### config.mk
export PLATFORM = sky130hd
export DESIGN_NAME = axis_ad5791_ramp_flat
export DESIGN_NICKNAME = d
export VERILOG_FILES = /design/src/rtl/axis_ad5791_ramp_if.sv /design/src/rtl/axis_ad5791_ramp.sv /design/src/flat_wrapper.sv
export SDC_FILE = /design/constraint.sdc
export NUM_CORES = 1
export LEC_CHECK = 0
export CORE_ASPECT_RATIO = 1.25
export CORE_UTILIZATION = 30
export DETAILED_ROUTE_END_ITERATION = 7
export GPL_ROUTABILITY_DRIVEN = 0
export PLACE_DENSITY = 0.54
export SLEW_MARGIN = 20
export SYNTH_ARGS = -nofsm -noshare
export SYNTH_HDL_FRONTEND = slang
export SYNTH_SLANG_ARGS = --single-unit
### constraint.sdc
create_clock -name s_axis_aclk -period 6.2 [get_ports s_axis_aclk]
set_input_delay 0.93 -clock s_axis_aclk [delete_from_list [all_inputs] [get_ports s_axis_aclk]]
set_output_delay 0.93 -clock s_axis_aclk [all_outputs]
set_load 0.005 [all_outputs]
### src/rtl/axis_ad5791_ramp_if.sv
// axis_ad5791_ramp_if: AXI-Stream bundle (tdata/tvalid/tready) of parameterised width W
//   master: drives tdata/tvalid, samples tready
//   slave : samples tdata/tvalid, drives tready
interface axis_ad5791_ramp_if #(parameter int W = 24);
  logic [W-1:0] tdata;
  logic         tvalid;
  logic         tready;
  modport master (output tdata, output tvalid, input tready);
  modport slave  (input tdata, input tvalid, output tready);
endinterface

### src/rtl/axis_ad5791_ramp.sv
// axis_ad5791_ramp: AD5791 init sequencer and slew-limited DAC frame generator
//   s_axis_aclk    in  clock
//   s_axis_aresetn in  async active-low reset
//   s_axis         slave  target DAC codes (offset binary, S_DATA_WIDTH bits)
//   m_axis         master 24-bit AD5791 frames {R/W=0, addr[2:0], data[19:0]}
//   dac_code       out last code handshaken into the DAC register
//   settled        out init done, idle, and current == target
module axis_ad5791_ramp #(
  parameter int          S_DATA_WIDTH = 20,
  parameter logic [19:0] MAX_STEP     = 20'h01000,
  parameter logic [19:0] CTRL_INIT    = 20'h00012,
  parameter logic [19:0] RESET_CODE   = 20'h80000
) (
  input  logic               s_axis_aclk,
  input  logic               s_axis_aresetn,
  axis_ad5791_ramp_if.slave  s_axis,
  axis_ad5791_ramp_if.master m_axis,
  output logic [19:0]        dac_code,
  output logic               settled
);
  typedef enum logic [1:0] {INIT_CTRL, INIT_DAC, IDLE, EMIT} state_t;
  state_t      r_state;
  logic [19:0] r_cur, r_tgt;
  logic [23:0] r_tdata;
  logic        r_tvalid, r_tready, r_settled;
  logic [19:0] w_in, w_tgt_nx, w_next;
  logic [20:0] w_diff, w_abs;
  logic        w_acc;
  // narrow inputs are MSB-justified; wide inputs keep their low 20 bits
  if (S_DATA_WIDTH >= 20) begin : g_wide
    assign w_in = s_axis.tdata[19:0];
  end else begin : g_narrow
    assign w_in = {s_axis.tdata, {(20-S_DATA_WIDTH){1'b0}}};
  end
  assign w_acc    = s_axis.tvalid & r_tready;
  assign w_tgt_nx = w_acc ? w_in : r_tgt;
  // 21-bit signed difference; a full step is only taken when |diff| exceeds it, so no wrap
  assign w_diff = {1'b0, r_tgt} - {1'b0, r_cur};
  assign w_abs  = w_diff[20] ? -w_diff : w_diff;
  assign w_next = (MAX_STEP == '0 || w_abs <= {1'b0, MAX_STEP}) ? r_tgt :
                  w_diff[20] ? r_cur - MAX_STEP : r_cur + MAX_STEP;
  always_ff @(posedge s_axis_aclk or negedge s_axis_aresetn) begin
    if (!s_axis_aresetn) begin
      r_state   <= INIT_CTRL;
      r_cur     <= RESET_CODE;
      r_tgt     <= RESET_CODE;
      r_tdata   <= '0;
      r_tvalid  <= 1'b0;
      r_tready  <= 1'b0;
      r_settled <= 1'b0;
    end else begin
      if (w_acc) r_tgt <= w_in;
      case (r_state)
        INIT_CTRL:
          if (!r_tvalid) begin
            r_tdata  <= {4'b0010, CTRL_INIT};
            r_tvalid <= 1'b1;
          end else if (m_axis.tready) begin
            r_tdata <= {4'b0001, RESET_CODE};
            r_state <= INIT_DAC;
          end
        INIT_DAC:
          if (m_axis.tready) begin
            r_tvalid  <= 1'b0;
            r_cur     <= r_tdata[19:0];
            r_tready  <= 1'b1;
            r_settled <= w_tgt_nx == r_tdata[19:0];
            r_state   <= IDLE;
          end
        IDLE:
          if (r_tgt != r_cur) begin
            r_tdata   <= {4'b0001, w_next};
            r_tvalid  <= 1'b1;
            r_settled <= 1'b0;
            r_state   <= EMIT;
          end else r_settled <= w_tgt_nx == r_cur;
        EMIT:
          if (m_axis.tready) begin
            r_tvalid  <= 1'b0;
            r_cur     <= r_tdata[19:0];
            r_settled <= w_tgt_nx == r_tdata[19:0];
            r_state   <= IDLE;
          end
        default: r_state <= INIT_CTRL;
      endcase
    end
  end
  assign m_axis.tdata  = r_tdata;
  assign m_axis.tvalid = r_tvalid;
  assign s_axis.tready = r_tready;
  assign dac_code      = r_cur;
  assign settled       = r_settled;
endmodule

### src/flat_wrapper.sv
// flat-port wrapper written by rule: the top's interface ports become plain ports
module axis_ad5791_ramp_flat 
#(
  parameter int          S_DATA_WIDTH = 20,
  parameter logic [19:0] MAX_STEP     = 20'h01000,
  parameter logic [19:0] CTRL_INIT    = 20'h00012,
  parameter logic [19:0] RESET_CODE   = 20'h80000
)
  (s_axis_aclk, s_axis_aresetn, dac_code, settled, s_axis_tdata, s_axis_tvalid, s_axis_tready, m_axis_tdata, m_axis_tvalid, m_axis_tready);
  axis_ad5791_ramp_if #(.W(20)) s_axis_i ();
  axis_ad5791_ramp_if #(.W(24)) m_axis_i ();
  input  logic s_axis_aclk;
  input  logic s_axis_aresetn;
  output logic [19:0] dac_code;
  output logic settled;
  input wire logic [$bits(s_axis_i.tdata)-1:0] s_axis_tdata;
  input wire logic [$bits(s_axis_i.tvalid)-1:0] s_axis_tvalid;
  output wire logic [$bits(s_axis_i.tready)-1:0] s_axis_tready;
  output wire logic [$bits(m_axis_i.tdata)-1:0] m_axis_tdata;
  output wire logic [$bits(m_axis_i.tvalid)-1:0] m_axis_tvalid;
  input wire logic [$bits(m_axis_i.tready)-1:0] m_axis_tready;
  assign s_axis_i.tdata = s_axis_tdata;
  assign s_axis_i.tvalid = s_axis_tvalid;
  assign s_axis_tready = s_axis_i.tready;
  assign m_axis_tdata = m_axis_i.tdata;
  assign m_axis_tvalid = m_axis_i.tvalid;
  assign m_axis_i.tready = m_axis_tready;
  axis_ad5791_ramp #(.S_DATA_WIDTH(S_DATA_WIDTH), .MAX_STEP(MAX_STEP), .CTRL_INIT(CTRL_INIT), .RESET_CODE(RESET_CODE)) u_core (.s_axis_aclk(s_axis_aclk), .s_axis_aresetn(s_axis_aresetn), .s_axis(s_axis_i), .m_axis(m_axis_i), .dac_code(dac_code), .settled(settled));
endmodule
==> metrics.csv, run 1 <==
metric,value,unit
antenna_found_initial,0,
grt_pass1_wl,27500,um
post-cts-setup-buffer-count,0,
syn_inst,631,
wirelength,17100,um
synth_edf_count,0,
fin_crit_sh,0.779,
clockBufferDepth,2,
clkSinkCount,67,
hold_viol_final,0,
tns,0,ns
cts_tree,yes,
timing.fmax,0.207,GHz
drive_gt1_frac,0.0851,
ys_seq_area_frac,0.301,
crit_family,simple AND/OR/NAND/NOR gates,
grt_use_total,0.186,
hpwlAfterDp,13300,um
p_int,1690,uW
ant_nets,0,
slew_viol_final,0,
drtPass1Iterations,5,
yosysUniqueCellTypes,76,
power_density,435,nW/um^2
power_leakage,0.00306,uW
overflow,0,
die_h,154,um
holdWs,0.491,ns
syn2layout_area_growth,21.3,%
worstMarginPinSlew,0.937,ns
cts_hold_buffers,0,
fillCellCount,1865,
clk_pin_slew,0.06,ns
coreArea,18200,um^2
drc,0,
ios,71,
synth.avg_cell_area,8.84,um^2
yosysWarnings,0,
place_ws,1.42,ns
mostFrequentLayoutCells,"67 x clkdlybuf4s50_1, 65 x dfrtp_1, 55 x inv_1, 47 x nand2_1, 39 x xnor2_1",
cp.required,6.37,ns
rsz0062_at_grt,no,
cap_viol_max_count,0,
cts.repair.resized,0,
fp.dieW,124,um
crit_arrival,5.00,ns
crit_fanout,30,
p_comb_frac,0.571,
numCtsBuffers,9,
vias,5008,
dieArea,19100,um^2
row_count,55,
slew_headroom,0.371,
synth_ff_type,dfrtp_1,
layout_setup_ws,1.37,ns
syn_area,5580,um^2
htree_num_levels,3,
setup_viol,0,
seq_power_share,0.248,
async_flop_share,1.00,
io_buffers,68,
layout_commonest_cell,clkdlybuf4s50_1,
clock_latency,0.34,ns
max-vdd-ir-drop,203,uV
grt_pass1_vias,5073,
critical_path_class,reg -> reg,
final_util,0.372,
via_per_inst,5.44,
first_iter_violations,240,
cts_root_buf,clkbuf_16,
final_nets,741,
outcome,finished clean,
p_sw,1260,uW
max_stage_delay,0.49,ns
crit_slowest_cell,or3_1,
start_util,0.307,
synth-seq-cells,67,
n_antenna_cell,0,
grt_start_max_net_pins,68,
crit_chain,ha_1 -> fa_1 -> and2b_1 -> o2111ai_1 -> a21boi_1 -> o211ai_1 -> or3_1 -> o311a_1 -> a211oi_2 -> or4b_4 -> nor4_4 -> buf_4 -> mux2i_1 -> o221ai_1,
routedWlPerCell,18.5,um
p_sw_frac,0.427,
rrSetupSlack,1.37,ns
min_path_type,reg -> reg,
endpoint_kind,flip-flop,
fin_skew,0.00862,ns
p_clk_frac,0.182,
critPathBufInv,1,
startpoint_type,flip-flop,
min_period,4.83,ns
## power groups by stage
stage | clock network (uW) | registers (uW) | logic, uW
floorplan | 0 | 701 | 1100
global placement | 0 | 733 | 1650
detailed placement | 0 | 738 | 1670
CTS | 550 | 732 | 1680
global route | 563 | 754 | 1850
finish | 535 | 729 | 1680
## flip-flops by register name (all words and copies together), names as in the netlist
register and cells:
u_core.settled 1, u_core.r_tgt 20, u_core.m_axis.tdata 22, u_core.r_state 2, u_core.dac_code 20, u_core.s_axis.tready 1
u_core.m_axis.tvalid 1
## worst paths after layout
| path | from | end | cells after the start |
|---|---|---|---|
| max | u_core.dac_code[0] | u_core.m_axis.tdata[19] | 14 |
| min | u_core.m_axis.tdata[21] | u_core.m_axis.tdata[21] | 1 |
| max reg2reg | u_core.dac_code[0] | u_core.m_axis.tdata[19] | 14 |
| min reg2reg | u_core.m_axis.tdata[21] | u_core.m_axis.tdata[21] | 1 |
| max in group asynchronous | s_axis_aresetn | u_core.dac_code[15] | 2 |
| min in group asynchronous | s_axis_aresetn | u_core.dac_code[3] | 2 |
## worst reg2reg max path, stage by stage, from the launching register on
cell and delay, ns:
dfrtp_1 0.44, ha_1 0.28, fa_1 0.43, and2b_1 0.30, o2111ai_1 0.16, a21boi_1 0.28
o211ai_1 0.17, or3_1 0.49, o311a_1 0.39, a211oi_2 0.14, or4b_4 0.49, nor4_4 0.25
buf_4 0.42, mux2i_1 0.29, o221ai_1 0.14
## routing by layer
layer,GRT usage,share of wire,vias up
met5,0,0,-
met2,0.317,0.50,108
li1,-,-,2435
met1,0.228,0.42,2428
met4,0.0839,0.040,0
met3,0.0277,0.035,37
## cell type report
cell class                 instances  area, um^2  area share
timing repair buffer              74         721       0.107
tap                              228         285      0.0422
sequential                        67        1680       0.248
clock inverter                     7        82.6      0.0122
multi-input combinational        480        3560       0.527
inverter                          56         210      0.0311
clock buffer                       9         225      0.0333
## synth_stat cells, drive strengths merged (15+ instances only)
cell     n  area share
a21oi   38       0.035
xnor2   39       0.061
mux2    21       0.042
nor2    20       0.013
mux2i   33       0.059
clkbuf  19       0.013
nand3   21       0.019
nand2   48       0.032
inv     55       0.037
dfrtp   65        0.29
ha      27       0.061
o21ai   27       0.024
xor2    15       0.024
## through the flow
step / total power [uW] / std cells / area, um^2
5_1_grt: 3170 / 921 / 6770
2_1_floorplan: 1800 / 632 / 5580
3_3_place_gp: 2380 / 905 / 6450
6_report: 2940 / 921 / 6770
3_5_place_dp: 2410 / 905 / 6450
4_1_cts: 2960 / 921 / 6760
## logic make-up after synthesis
logic type	synth area share
flops	0.301
other cells	0.000672
fa+ha+maj	0.0677
compound gates	0.203
simple gates	0.180
buf+inv	0.0615
mux	0.102
xor+xnor	0.0848
No activity file was read; power rests on OpenSTA's default activity.
==> run 2: changes to the inputs <==
- PLACE_DENSITY: 0.54 -> 0.55
- clock period: 6.2 -> 4 ns (I/O delays scaled with it)
==> run 2 against run 1 <==
Effect of this change:
- the flow now finishes with violations (negative setup slack)
- via count increased by 8.7%
- cell count increased by 12%
- highest routed layer unchanged
- largest power group unchanged
- critical path depth increased by 1
- wire length increased by 8.1%
- die area unchanged
- combinational power increased by 95%
- register-to-register slack got worse by 1.5 ns
- clock skew about the same
==> metrics.csv, run 2 (synthesis results as in run 1) <==
metric,value,unit,change
max-vdd-ir-drop,415,uV,+100%
cts_root_buf,clkbuf_16,,
met3_usage,0.0232,,-0.00442
largest_reg_flops,22,,unchanged
vias,5445,,+8.7%
power_leakage,0.00366,uW,+20%
endpoint_kind,flip-flop,,
clk_pin_slew,0.06,ns,about the same
grtUsageMet2,0.352,,+0.0352
crit_chain,ha_2 -> fa_2 -> and2b_2 -> o21a_1 -> mux2i_1 -> a211oi_2 -> or3_4 -> o311a_1 -> a211oi_2 -> or4b_4 -> nor4_4 -> buf_6 -> buf_12 -> mux2i_2 -> a21oi_1,,
first_iter_violations,262,,+9.2%
final_cell_area,7860,um^2,+16%
row_count,55,,unchanged
fillCellCount,1793,,-3.9%
mostFrequentLayoutCells,"109 x buf_4, 67 x clkdlybuf4s50_1, 65 x dfrtp_1, 55 x inv_1, 48 x nand2_1",,
holdWs,0.275,ns,-0.216 ns
violations,negative setup slack,,
layout_commonest_cell,buf_4,,
clockBufferDepth,2,,unchanged
outcome,"finished, violations left",,
crit_fanout,9,,-70%
slew_viol_final,0,,unchanged
placed_area,7170,um^2,+11%
timing.fmax,0.241,GHz,+16%
via_per_inst,5.30,,-2.6%
clock_latency,0.34,ns,about the same
start_util,0.307,,unchanged
min_path_type,in -> async,,
io_buffers,68,,unchanged
cts_tree,yes,,
fp.dieW,124,um,unchanged
grt_start_max_net_pins,41,,-40%
grt_use_total,0.199,,+0.0125
slew_headroom,0.400,,+0.0283
wirelength,18400,um,+8.1%
syn2layout_area_growth,40.8,%,
final_util,0.432,,+0.0601
worstMarginPinSlew,0.897,ns,-0.0394 ns
grt-busiest-layer,met2,,
tns,-1.50,ns,-1.50 ns
critical_path_class,reg -> reg,,
grt_pass1_vias,5564,,+9.7%
cp_common_cell,a211oi_2,,
crit_slowest_cell,or4b_4,,
cts_hold_buffers,0,,unchanged
numCtsBuffers,9,,unchanged
n_antenna_cell,0,,unchanged
coreArea,18200,um^2,unchanged
routedWlPerCell,17.9,um,-3.2%
hold_viol_final,0,,unchanged
hpwlAfterDp,14200,um,+7.2%
max_stage_delay,0.49,ns,about the same
crit_family,simple AND/OR/NAND/NOR gates,,
drtPass1Iterations,4,,-1
layout_setup_ws,-0.151,ns,-1.52 ns
cap_viol_max_count,0,,unchanged
ios,71,,unchanged
cp.required,4.17,ns,-2.20 ns
fin_skew,0.00832,ns,-0.000295 ns
rsz0062_at_grt,yes,,
startpoint_type,flip-flop,,
die_h,154,um,unchanged
grt_util_met1,0.246,,+0.0177
antenna_found_initial,0,,unchanged
drive_gt1_frac,0.254,,+0.169
min_period,4.15,ns,-0.681 ns
power_density,663,nW/um^2,+52%
final_nets,849,,+15%
ant_nets,0,,unchanged
clkSinkCount,67,,unchanged
drc,0,,unchanged
grt_pass1_wl,29400,um,+7.1%
crit_arrival,4.32,ns,-0.68 ns
htree_num_levels,3,,unchanged
overflow,0,,unchanged
dieArea,19100,um^2,unchanged
fin_crit_sh,1.04,,+0.258
setup_viol,20,,+20
place_ws,-0.167,ns,-1.58 ns
critPathBufInv,2,,+1
-- run 2: report_power, final --
part	internal (uW)	leakage, uW	switching, uW	total (uW)
combinational	1680	0.00265	1600	3280
sequential	876	0.000853	211	1090
clock	544	0.000152	297	841
-- run 2: area by class of cell --
cell class              count  area, um^2  area share
multi-input cells         480        3780       0.481
flip-flops and latches     67        1680       0.214
repair buffers            182        1580       0.202
well taps                 228         285      0.0363
clock buffers               9         225      0.0287
inverters                  56         210      0.0268
clock inverters             6        90.1      0.0115
-- run 2: what timing repair did --
item,in CTS,in global routing
gates resized for setup,13,34
setup buffers,6,8
endpoints found under the setup margin,19,20
gates cloned,1,0
pin swaps,4,9
-- run 2: layer usage --
metal,up-vias,wire [um]
met5,-,0
met4,0,482
met3,27,427
met2,106,9630
met1,2666,7900
li1,2646,-
-- run 2: path summary, 6_finish.rpt --
check	start	slack, ns	to	cells after the start
max in group asynchronous	s_axis_aresetn	2.69	u_core.r_tgt[12]	2
worst max-delay path	u_core.dac_code[0]	-0.15	u_core.m_axis.tdata[1]	15
worst min-delay path	s_axis_aresetn	0.27	u_core.dac_code[2]	1
worst min register to register	u_core.m_axis.tdata[21]	0.48	u_core.m_axis.tdata[21]	1
min in group s_axis_aclk	u_core.m_axis.tdata[21]	0.48	u_core.m_axis.tdata[21]	1
worst max register to register	u_core.dac_code[0]	-0.15	u_core.m_axis.tdata[1]	15
-- run 2: metrics by stage --
step / instances / power [uW]
finish: 1028 / 5210
global route: 1028 / 5570
CTS: 1020 / 5080
detailed placement: 998 / 4160
global placement: 998 / 4110
floorplan: 632 / 2790
